==> src/rtl/rf_write_arbiter.sv <==
// Two-requester register-file write arbiter: per-requester FIFOs, round-robin grant, registered RF write port.
// Optional macro RFA_R0_DISCARD_EN: requests to register 0 are accepted but dropped.
module rf_write_arbiter #(
   parameter int unsigned FIFO_DEPTH = 2
) (
   input  logic        clk,
   input  logic        rst,
   input  logic        req0_valid,
   output logic        req0_ready,
   input  logic [2:0]  req0_addr,
   input  logic [15:0] req0_data,
   input  logic        req1_valid,
   output logic        req1_ready,
   input  logic [2:0]  req1_addr,
   input  logic [15:0] req1_data,
   output logic        rf_we,
   output logic [2:0]  rf_a3,
   output logic [15:0] rf_wd,
   output logic [7:0]  pending,
   output logic        idle
);

   localparam int unsigned AW = 3;
   localparam int unsigned DW = 16;
   localparam int unsigned PW = $clog2(FIFO_DEPTH);
   localparam int unsigned CW = PW + 1;

   logic [AW-1:0] r_addr [2][FIFO_DEPTH];
   logic [DW-1:0] r_data [2][FIFO_DEPTH];
   logic [PW-1:0] r_wptr [2];
   logic [PW-1:0] r_rptr [2];
   logic [CW-1:0] r_cnt  [2];
   logic          r_last;

   logic [1:0]    w_valid;
   logic [1:0]    w_ready;
   logic [1:0]    w_push;
   logic [1:0]    w_pop;
   logic [1:0]    w_nonempty;
   logic [AW-1:0] w_in_addr [2];
   logic [DW-1:0] w_in_data [2];
   logic          w_gnt_any;
   logic          w_gnt_id;
   logic [PW-1:0] w_off;

   // Handshake, push qualification and round-robin grant
   always_comb begin
      w_valid      = {req1_valid, req0_valid};
      w_in_addr[0] = req0_addr;
      w_in_addr[1] = req1_addr;
      w_in_data[0] = req0_data;
      w_in_data[1] = req1_data;
      for (int unsigned k = 0; k < 2; k++) begin
         w_ready[k]    = (r_cnt[k] != CW'(FIFO_DEPTH));
         w_nonempty[k] = (r_cnt[k] != '0);
`ifdef RFA_R0_DISCARD_EN
         w_push[k]     = w_valid[k] & w_ready[k] & (w_in_addr[k] != '0);
`else
         w_push[k]     = w_valid[k] & w_ready[k];
`endif
      end
      w_gnt_any = |w_nonempty;
      w_gnt_id  = (&w_nonempty) ? ~r_last : ~w_nonempty[0];
      w_pop     = w_gnt_any ? (w_gnt_id ? 2'b10 : 2'b01) : 2'b00;
   end

   assign req0_ready = w_ready[0];
   assign req1_ready = w_ready[1];

   always_ff @(posedge clk) begin
      if (rst) begin
         for (int unsigned k = 0; k < 2; k++) begin
            r_wptr[k] <= '0;
            r_rptr[k] <= '0;
            r_cnt[k]  <= '0;
         end
         r_last <= 1'b1;
         rf_we  <= 1'b0;
         rf_a3  <= '0;
         rf_wd  <= '0;
      end else begin
         for (int unsigned k = 0; k < 2; k++) begin
            if (w_push[k]) begin
               r_addr[k][r_wptr[k]] <= w_in_addr[k];
               r_data[k][r_wptr[k]] <= w_in_data[k];
               r_wptr[k]            <= r_wptr[k] + PW'(1);
            end
            if (w_pop[k]) begin
               r_rptr[k] <= r_rptr[k] + PW'(1);
            end
            case ({w_push[k], w_pop[k]})
               2'b10:   r_cnt[k] <= r_cnt[k] + CW'(1);
               2'b01:   r_cnt[k] <= r_cnt[k] - CW'(1);
               default: r_cnt[k] <= r_cnt[k];
            endcase
         end
         rf_we <= w_gnt_any;
         if (w_gnt_any) begin
            rf_a3  <= r_addr[w_gnt_id][r_rptr[w_gnt_id]];
            rf_wd  <= r_data[w_gnt_id][r_rptr[w_gnt_id]];
            r_last <= w_gnt_id;
         end
      end
   end

   // Scoreboard of destinations still owed a write: live queue slots plus the output stage
   always_comb begin
      pending = '0;
      w_off   = '0;
      for (int unsigned k = 0; k < 2; k++) begin
         for (int unsigned i = 0; i < FIFO_DEPTH; i++) begin
            w_off = PW'(i) - r_rptr[k];
            if (CW'(w_off) < r_cnt[k]) begin
               pending = pending | (8'(1) << r_addr[k][i]);
            end
         end
      end
      if (rf_we) begin
         pending = pending | (8'(1) << rf_a3);
      end
   end

   assign idle = ~w_nonempty[0] & ~w_nonempty[1] & ~rf_we;

endmodule

==> config.mk <==
export PLATFORM = sky130hd
export DESIGN_NAME = rf_write_arbiter
export DESIGN_NICKNAME = d
export VERILOG_FILES = /design/src/rtl/rf_write_arbiter.sv
export SDC_FILE = /design/constraint.sdc
export NUM_CORES = 1
export LEC_CHECK = 0
export BUFFER_PORTS_ARGS = -buffer_cell sky130_fd_sc_hd__buf_2
export CAP_MARGIN = 40
export CORE_MARGIN = 1
export CORE_UTILIZATION = 30
export CTS_CLUSTER_DIAMETER = 150
export DETAILED_ROUTE_END_ITERATION = 6
export GPL_TIMING_DRIVEN = 1
export PLACE_DENSITY = 0.59
export SETUP_SLACK_MARGIN = 0.5
export SLEW_MARGIN = 20
export SYNTH_ARGS = -nofsm -noshare
export SYNTH_HDL_FRONTEND = slang
export SYNTH_SLANG_ARGS = --single-unit
==> constraint.sdc <==
create_clock -name clk -period 4.2 [get_ports clk]
set_clock_uncertainty 0.2 [all_clocks]
set_input_delay 0.84 -clock clk [delete_from_list [all_inputs] [get_ports clk]]
set_output_delay 0.84 -clock clk [all_outputs]
set_load 0.02 [all_outputs]
# --- Word level (Yosys, flattened, before mapping) ---
# Memory sizes are Yosys's and may differ from the RTL's.
# Index checks and enable logic that the tools add are counted.
op_classes:
  addsub: 12
  magnitude_cmp: 9
  n_eq_ne: 6
  shift: 5
  muxes: 68
  bitwise_logic: 25
  reduce_logical: 8
ops:
  columns: ["operator", "count"]
  rows:
  - ["$mux 16", 5]
  - ["$mux 32", 2]
  - ["$mux 8", 5]
  - ["$shl 1x3->8 const A", 5]
  - ["$mux 1", 37]
  - ["$demux 16 s1", 2]
  - ["$or 8x8->8", 4]
  - ["$mux 2", 8]
  - ["$mux 3", 5]
  - ["$mux 6", 2]
  - ["$or 1x1->1", 10]
  - ["$lt 1x2->1", 4]
  - ["$demux 3 s1", 2]
  - ["$ge 2x2->1 const B", 3]
  - ["$not 1->2", 3]
  - ["$reduce_or 2->1", 3]
  - ["$add 1x1->1 const B", 4]
  - ["$add 2x1->2 const B", 2]
  - ["$and 1x1->1", 4]
  - ["$eq 2x1->1 const B", 2]
  - ["$eq 2x2->1 const B", 2]
  - ["$lt 2x1->1 const B", 2]
  - ["$ne 2x2->1 const B", 2]
  - ["$not 1->1", 4]
  - ["5 further kinds", 11]
totals:
  register_bits: 21
  ram_bits: 84
  inputBits: 42
  output_inout_bits: 31
  word_cells: 142
  mem_count: 5
mem_list:
  columns: ["memory", "depth", "word_bits", "rd", "rd_ports_with_merged_regs", "write_ports", "line_no", "source"]
  rows:
  - ["r_data", 2, 32, 1, 0, 2, "29", "logic [DW-1:0] r_data [2][FIFO_DEPTH];"]
  - ["r_addr", 2, 6, 3, 0, 2, "28", "logic [AW-1:0] r_addr [2][FIFO_DEPTH];"]
  - ["r_cnt", 2, 2, 2, 0, 2, "32", "logic [CW-1:0] r_cnt [2];"]
  - ["r_rptr", 2, 1, 3, 0, 2, "31", "logic [PW-1:0] r_rptr [2];"]
  - ["r_wptr", 2, 1, 2, 0, 2, "30", "logic [PW-1:0] r_wptr [2];"]

# --- Longest topological paths before layout ---
# Gate-level depths: netlist of the first run.
depth:
  depth_word: 12
  ltp_mapped: 10
  depth_no_buf: 9

# --- Least setup slack after synthesis of the first run ---
# Ideal clock, no wire load.
synth_timing:
  path_kind: "input to register"
  startpoint: "input rst"
  endpoint: "memory r_addr[0][0] (netlist name), enable pin"
  setup_time_ns: 0.423
  arrival_time_ns: 2.706
  t_required_ns: 3.577
  slack_ns: 0.871
  path_stages: 3
  path_buffers: 2
  path_cell_list: "clkbuf_1 buf_1 nor3b_1"
synth_lines:
  columns: ["element", "line_no", "source"]
  rows:
  - ["start, declared", "7", "input logic rst,"]
  - ["end, declared", "28", null]

==> impl_metrics.py, run 1 <==
metrics = {
    "outcome": {
        "status": "finished, final reports clean",
    },
    "synthesis": {
        "synthesis.area_mm2": 0.00448,
        "async_flop_share": 0,
        "syn_inst": 337,
        "synth-seq-cells": 105,
        "ys_seq_area_frac": 0.656,
        "synthesis.nets": 385,
        "synth_enable_flop_cells": 84,
        "synth_top_flop_cell": "edfxtp_1",
        "ys_types": 40,
        "ys_warn_count": 0,
        "avgSynthCellArea_um2": 13.3,
    },
    "routing": {
        "first_iter_violations": 229,
        "finalWirelength_mm": 10.3,
        "detail_route.first_pass.iterations": 4,
        "vias": 2936,
        "drc": 0,
        "detail_route.vias_per_cell": 4.86,
        "drt-wirelength-per-cell_um": 17.0,
        "ant_nets": 0,
    },
    "timing": {
        "max_slew_margin": 0.627,
        "fmax_mhz": 322,
        "rsz0062_at_grt": "false",
        "worst_pin_slew_ps": 559,
        "setup_viol": 0,
        "hold_viol": 0,
        "hold_slack_ps": 270,
        "fin_crit_ps": 3110,
        "fin_crit_sh": 0.740,
        "slew_violations": 0,
        "tns_ps": 0,
    },
    "floorplanning": {
        "die_area_mm2": 0.0154,
        "ios": 73,
        "core_area_mm2": 0.0145,
        "die_w_um": 124,
        "die_h_um": 124,
        "initial_core_util": 0.309,
        "rows": 44,
    },
    "clock_tree": {
        "clk_pin_slew_ps": 70,
        "clock_latency_ps": 350,
        "cts_num_sinks": 105,
        "cts_resized": 0,
        "root_buffer": "clkbuf_16",
        "cts_hold_buf": 0,
        "cts_tree": "built",
        "numCtsBuffers": 9,
        "postCtsSetupBuffers": 0,
        "cts_max_path_buffers": 2,
        "h-tree-depth": 3,
    },
    "flow_run": {
        "max-cap-violations": 0,
    },
    "placement": {
        "portBuffers": 72,
        "hpwl_mm": 7.06,
        "routabilityCongestion": 0.793,
    },
    "cells_and_area": {
        "antenna_cells": 0,
        "nFillCells": 1444,
        "syn_to_final_growth_pct": 19.8,
        "layout_commonest_cell": "edfxtp_1",
        "drive_above_1_share": 0.260,
        "nets": 463,
        "final_cell_mix": "edfxtp_1 (84), buf_2 (72), nand2_1 (47), mux2i_1 (38), dfxtp_1 (21)",
    },
    "worst_setup_path": {
        "cp.arrival_ps": 2070,
        "reg2reg_slack_ps": 1530,
        "startpoint": "r_rptr[0]$_SDFFCE_PN0P_",
        "path_class": "register to primary output",
        "reg2reg_depth": 10,
        "crit_fanout": 7,
        "r2r_start": "r_cnt[1][1]$_DFFE_PP_",
        "critPathLaunchType": "register",
        "end_kind": "primary output",
        "worstPathRequired_ps": 3160,
        "r2r-end": "r_cnt[1][1]$_DFFE_PP_",
    },
    "power": {
        "p_switching_w": 0.00133,
        "max-vdd-ir-drop_mv": 0.238,
        "power_frac_seq": 0.412,
        "swShare": 0.371,
        "p_leak_nw": 2.04,
        "internal-power_w": 0.00225,
        "clock_power_share": 0.214,
        "combPwrFrac": 0.374,
        "powerDensity_mw_per_mm2": 666,
    },
    "min_path": {
        "hold-path-endpoint": "rf_wd[14]$_SDFFE_PP0N_",
        "worstHoldPathCells": 1,
        "hp-class": "register to register",
        "min-delay-start": "rf_wd[14]$_SDFFE_PP0N_",
    },
    "global_route": {
        "grt_max_degree": 22,
        "grt_pass1_vias": 2937,
        "antenna_found_initial": 0,
        "grt_pass1_wl_mm": 16.0,
        "gr-usage-all-layers": 0.136,
        "overflow": 0,
    },
}
how the worst max path moves through the flow:
stage                             endpoint
finish                          pending[1]
global route                    pending[1]
CTS                             pending[1]
detailed placement              pending[1]
global placement                pending[1]
floorplan           r_addr[0][0]$_DFFE_PP_
layout make-up:
class	instances	area (um2)	area share
Sequential cell	105	2940	0.548
Multi-Input combinational cell	207	1460	0.271
Timing Repair Buffer	80	428	0.0796
Tap cell	184	230	0.0428
Clock buffer	10	229	0.0426
Inverter	12	45.0	0.00838
Clock inverter	6	43.8	0.00815
stage by stage:
stage	instances	util	total power (W)	setup slack [ps]	cell area, um2
finish	604	0.370	0.00358	1090	5370
global route	604	0.370	0.00380	1010	5370
CTS	604	0.370	0.00363	1080	5370
detailed placement	588	0.351	0.00286	1450	5100
global placement	587	0.350	0.00282	1470	5090
floorplan	337	-	0.00243	871	4480
critical path: stages, from the launching register on:
cell and delay, ps:
edfxtp_1 520, a21oi_2 270, nand2b_1 220, nor3_1 70, or4b_1 470, buf_2 180
power by group through the flow:
stage | clock [W] | sequential [W] | combinational [W]
floorplan | 0 | 0.00155 | 0.000883
global placement | 0 | 0.00149 | 0.00132
detailed placement | 0 | 0.00150 | 0.00136
CTS | 0.000787 | 0.00148 | 0.00136
global route | 0.000829 | 0.00150 | 0.00147
finish | 0.000767 | 0.00147 | 0.00134
logic make-up after synthesis:
group / synth area share
XOR/XNOR: 0.00391
flip-flops: 0.656
multiplexers: 0.0848
AO/OA/AOI/OAI: 0.0826
AND/OR/NAND/NOR: 0.131
adder cells (fa/ha/maj): 0.0167
buffers and inverters: 0.0251
sequential cells by signal, indices dropped and copies added (netlist names):
| signal | cells |
|---|---|
| r_last | 1 |
| rf_a3 | 3 |
| r_rptr | 2 |
| r_wptr | 2 |
| r_cnt | 4 |
| rf_wd | 16 |
| rf_we | 1 |
| r_addr | 12 |
| r_data | 64 |
cell usage after synthesis, drive strengths merged (2+ instances only):
cell | n | area [um2]
buf | 12 | 63.8
a32o | 20 | 200
or3 | 4 | 25.0
a21oi | 8 | 47.6
inv | 12 | 45.0
nor3b | 4 | 30.0
o32ai | 3 | 26.3
dfxtp | 21 | 420
mux2i | 38 | 380
nor3 | 13 | 65.1
nand2 | 47 | 176
ha | 6 | 75.1
nor4 | 4 | 25.0
o21bai | 2 | 15.0
or4 | 4 | 30.0
xnor2 | 2 | 17.5
nand2b | 13 | 81.3
o22ai | 4 | 25.0
nor4b | 2 | 17.5
o21ai | 2 | 13.8
nor2 | 16 | 70.1
edfxtp | 84 | 2520
nor2b | 6 | 37.5
routing by layer:
metal	wire [um]	share of wire	track usage	vias up
li1	-	-	-	1430
met1	4730	0.46	0.174	1430
met5	0	0	0	-
met4	180	0.018	0.0574	0
met3	306	0.030	0.0223	12
met2	5040	0.49	0.226	64
(Power assumes the default switching activity.)
==> run 2: changes to the inputs <==
--- a/config.mk
+++ b/config.mk
@@ -5,6 +5,7 @@
 export SDC_FILE = /design/constraint.sdc
 export NUM_CORES = 1
 export LEC_CHECK = 0
+export ABC_AREA = 1
 export BUFFER_PORTS_ARGS = -buffer_cell sky130_fd_sc_hd__buf_2
 export CAP_MARGIN = 40
 export CORE_MARGIN = 1
@@ -12,7 +13,7 @@
 export CTS_CLUSTER_DIAMETER = 150
 export DETAILED_ROUTE_END_ITERATION = 6
 export GPL_TIMING_DRIVEN = 1
-export PLACE_DENSITY = 0.59
+export PLACE_DENSITY = 0.6
 export SETUP_SLACK_MARGIN = 0.5
 export SLEW_MARGIN = 20
 export SYNTH_ARGS = -nofsm -noshare
==> constraint.sdc (replaced) <==
create_clock -name clk -period 2.5 [get_ports clk]
set_clock_uncertainty 0.2 [all_clocks]
set_input_delay 0.5 -clock clk [delete_from_list [all_inputs] [get_ports clk]]
set_output_delay 0.5 -clock clk [all_outputs]
set_load 0.02 [all_outputs]
==> impl_metrics.py, run 2 <==
metrics = {
    "synthesis": {
        "ys_seq_area_frac": 0.598,
        "avgSynthCellArea_um2": 9.29,
        "ys_warn_count": 0,
        "synth_top_flop_cell": "edfxtp_1",
        "ys_types": 27,
        "synthTopCellsByCount": "nand2_1 (231), edfxtp_1 (84), nand3_1 (39), inv_1 (35), nor2_1 (32)",
        "synth-seq-cells": 105,
        "synth.largest_area_cell": "edfxtp_1",
        "synthTopCellsByArea": "edfxtp_1 (51%), nand2_1 (18%), dfxtp_1 (8.5%)",
        "async_flop_share": 0,
        "synth_enable_flop_cells": 84,
        "synth.most_common_cell": "nand2_1",
        "synthesis.area_mm2": 0.00492,
        "yosysTopAreaCellShare": 0.512,
        "synthesis.nets": 578,
        "syn_inst": 530,
    },
    "power": {
        "p_leak_nw": 2.87,
        "power_frac_seq": 0.308,
        "p_switching_w": 0.00324,
        "finalPower_w": 0.00794,
        "internal-power_w": 0.00470,
        "max-vdd-ir-drop_mv": 0.428,
        "combPwrFrac": 0.485,
        "clock_power_share": 0.207,
        "powerDensity_mw_per_mm2": 1220,
        "swShare": 0.408,
    },
    "worst_setup_path": {
        "path_class": "register to primary output",
        "crit_fanout": 4,
        "cpPeakStageDelay_ps": 500,
        "worstPathRequired_ps": 1800,
        "cpLargestDelayFamily": "flip-flops",
        "critPathLaunchType": "register",
        "crit_chain": "buf_4 > o21ai_4 > nand4_1 > nand4_1 > buf_4",
        "crit_buf_inv": 2,
        "end_kind": "primary output",
        "crit_path_top_delay_cell": "edfxtp_1",
        "cp.arrival_ps": 1640,
    },
    "placement": {
        "pre_cts_ws_ps": 285,
        "portBuffers": 72,
        "place_area_mm2": 0.00558,
        "routabilityCongestion": 0.983,
        "hpwl_mm": 8.35,
    },
    "cells_and_area": {
        "drive_above_1_share": 0.305,
        "antenna_cells": 0,
        "final_cell_mix": "nand2_1 (224), edfxtp_1 (84), buf_2 (62), nand3_1 (39), buf_4 (31)",
        "layout_commonest_cell": "nand2_1",
        "syn_to_final_growth_pct": 31.8,
        "fin_area_mm2": 0.00649,
        "largest_register_ff_count": 64,
        "nets": 682,
    },
    "routing": {
        "detail_route.vias_per_cell": 4.58,
        "detail_route.first_pass.iterations": 5,
        "finalWirelength_mm": 12.4,
        "ant_nets": 0,
        "vias": 3914,
        "first_iter_violations": 273,
        "drt-wirelength-per-cell_um": 14.5,
        "drc": 0,
    },
    "timing": {
        "slew_violations": 0,
        "fin_crit_ps": 2340,
        "rsz0062_at_grt": "true",
        "fin_crit_sh": 0.938,
        "fmax_mhz": 427,
        "setup_viol": 0,
        "tns_ps": 0,
        "worst_slack_ps": 156,
        "max_slew_margin": 0.674,
        "hold_slack_ps": 137,
        "hold_viol": 0,
        "worst_pin_slew_ps": 488,
    },
    "clock_tree": {
        "numCtsBuffers": 9,
        "cts_hold_buf": 0,
        "clk_pin_slew_ps": 70,
        "cts_max_path_buffers": 2,
        "root_buffer": "clkbuf_16",
        "cts_tree": "built",
        "clock_latency_ps": 350,
        "cts_num_sinks": 105,
        "h-tree-depth": 3,
    },
    "floorplanning": {
        "rows": 46,
        "die_h_um": 130,
        "die_area_mm2": 0.0169,
        "core_area_mm2": 0.0159,
        "ios": 73,
        "initial_core_util": 0.309,
        "die_w_um": 130,
    },
    "flow_run": {
        "max-cap-violations": 0,
    },
    "global_route": {
        "antenna_found_initial": 0,
        "grt_pass1_wl_mm": 19.0,
        "gr-usage-all-layers": 0.150,
        "grt_pass1_vias": 3884,
        "overflow": 0,
        "grt_max_degree": 42,
    },
    "outcome": {
        "status": "finished, final reports clean",
    },
    "min_path": {
        "hp-class": "input port to register",
    },
}
[run 2: cell count changes after synthesis, moves of 10 or more]
cell / before / now
a32o_1: 20 / 0
nand3_1: 1 / 39
nand3_2: 0 / 12
nor2_1: 14 / 32
nand2b_1: 13 / 0
mux2i_1: 38 / 0
nor3_1: 13 / 3
nand4_1: 0 / 12
inv_1: 11 / 35
nand2_1: 47 / 231
[run 2: kinds of logic after synthesis]
kind of cell,share of synthesized area
DFF,0.598
AOI/OAI and AO/OA,0.0244
buffers and inverters,0.0564
and+or+nand+nor,0.306
adders and majority gates,0.0152
[run 2: worst paths after layout]
kind | startpoint | endpoint | slack, ps | depth (start not counted)
worst min-delay path | req0_data[8] | r_data[0][24]$_DFFE_PP_ | 140 | 1
worst max register to register | r_cnt[1][0]$_DFFE_PP_ | r_cnt[1][1]$_DFFE_PP_ | 290 | 13
worst min register to register | rf_wd[0]$_SDFFE_PP0N_ | rf_wd[0]$_SDFFE_PP0N_ | 250 | 2
worst max-delay path | r_rptr[1]$_SDFFCE_PN0P_ | pending[4] | 160 | 5
[run 2: what timing repair did]
action,in CTS,in global routing
endpoints found under the setup margin,67,75
pin swaps,20,8
buffers inserted,20,7
gates resized for setup,59,34
gates cloned,0,0
[run 2: area by class of cell]
class	instances	area, um2
fillers	1558	9450
flip-flops and latches	105	2940
clock buffers	10	229
well taps	216	270
repair buffers	111	797
clock inverters	6	119
inverters	39	154
multi-input cells	368	1980
[run 2: through the flow]
stage	cells	util
floorplan	530	-
global placement	812	0.350
detailed placement	812	0.350
CTS	848	0.394
global route	855	0.407
finish	855	0.407
[run 2: worst register-to-register path, stage by stage, from the launching register on]
cell and delay [ps]:
edfxtp_1 480, buf_6 180, inv_6 70, ha_4 140, inv_4 50, nor2_4 110, inv_2 60, buf_6 120
nand2_4 90, inv_2 50, ha_4 170, o21ai_2 150, nand4_1 100, o21ai_1 100
[run 2: power groups by stage]
stage,Sequential (W),Combinational (W),Clock (W)
3_3_place_gp,0.00244,0.00289,0
2_1_floorplan,0.00251,0.00223,0
6_report,0.00244,0.00385,0.00164
3_5_place_dp,0.00245,0.00296,0
4_1_cts,0.00244,0.00353,0.00166
5_1_grt,0.00247,0.00428,0.00173
[run 2: routing by layer]
metal,vias up,global-route usage,routed length [um]
met4,0,0.0684,374
li1,1947,-,-
met3,28,0.0320,511
met2,103,0.267,6400
met1,1836,0.171,5070
met5,-,0,0
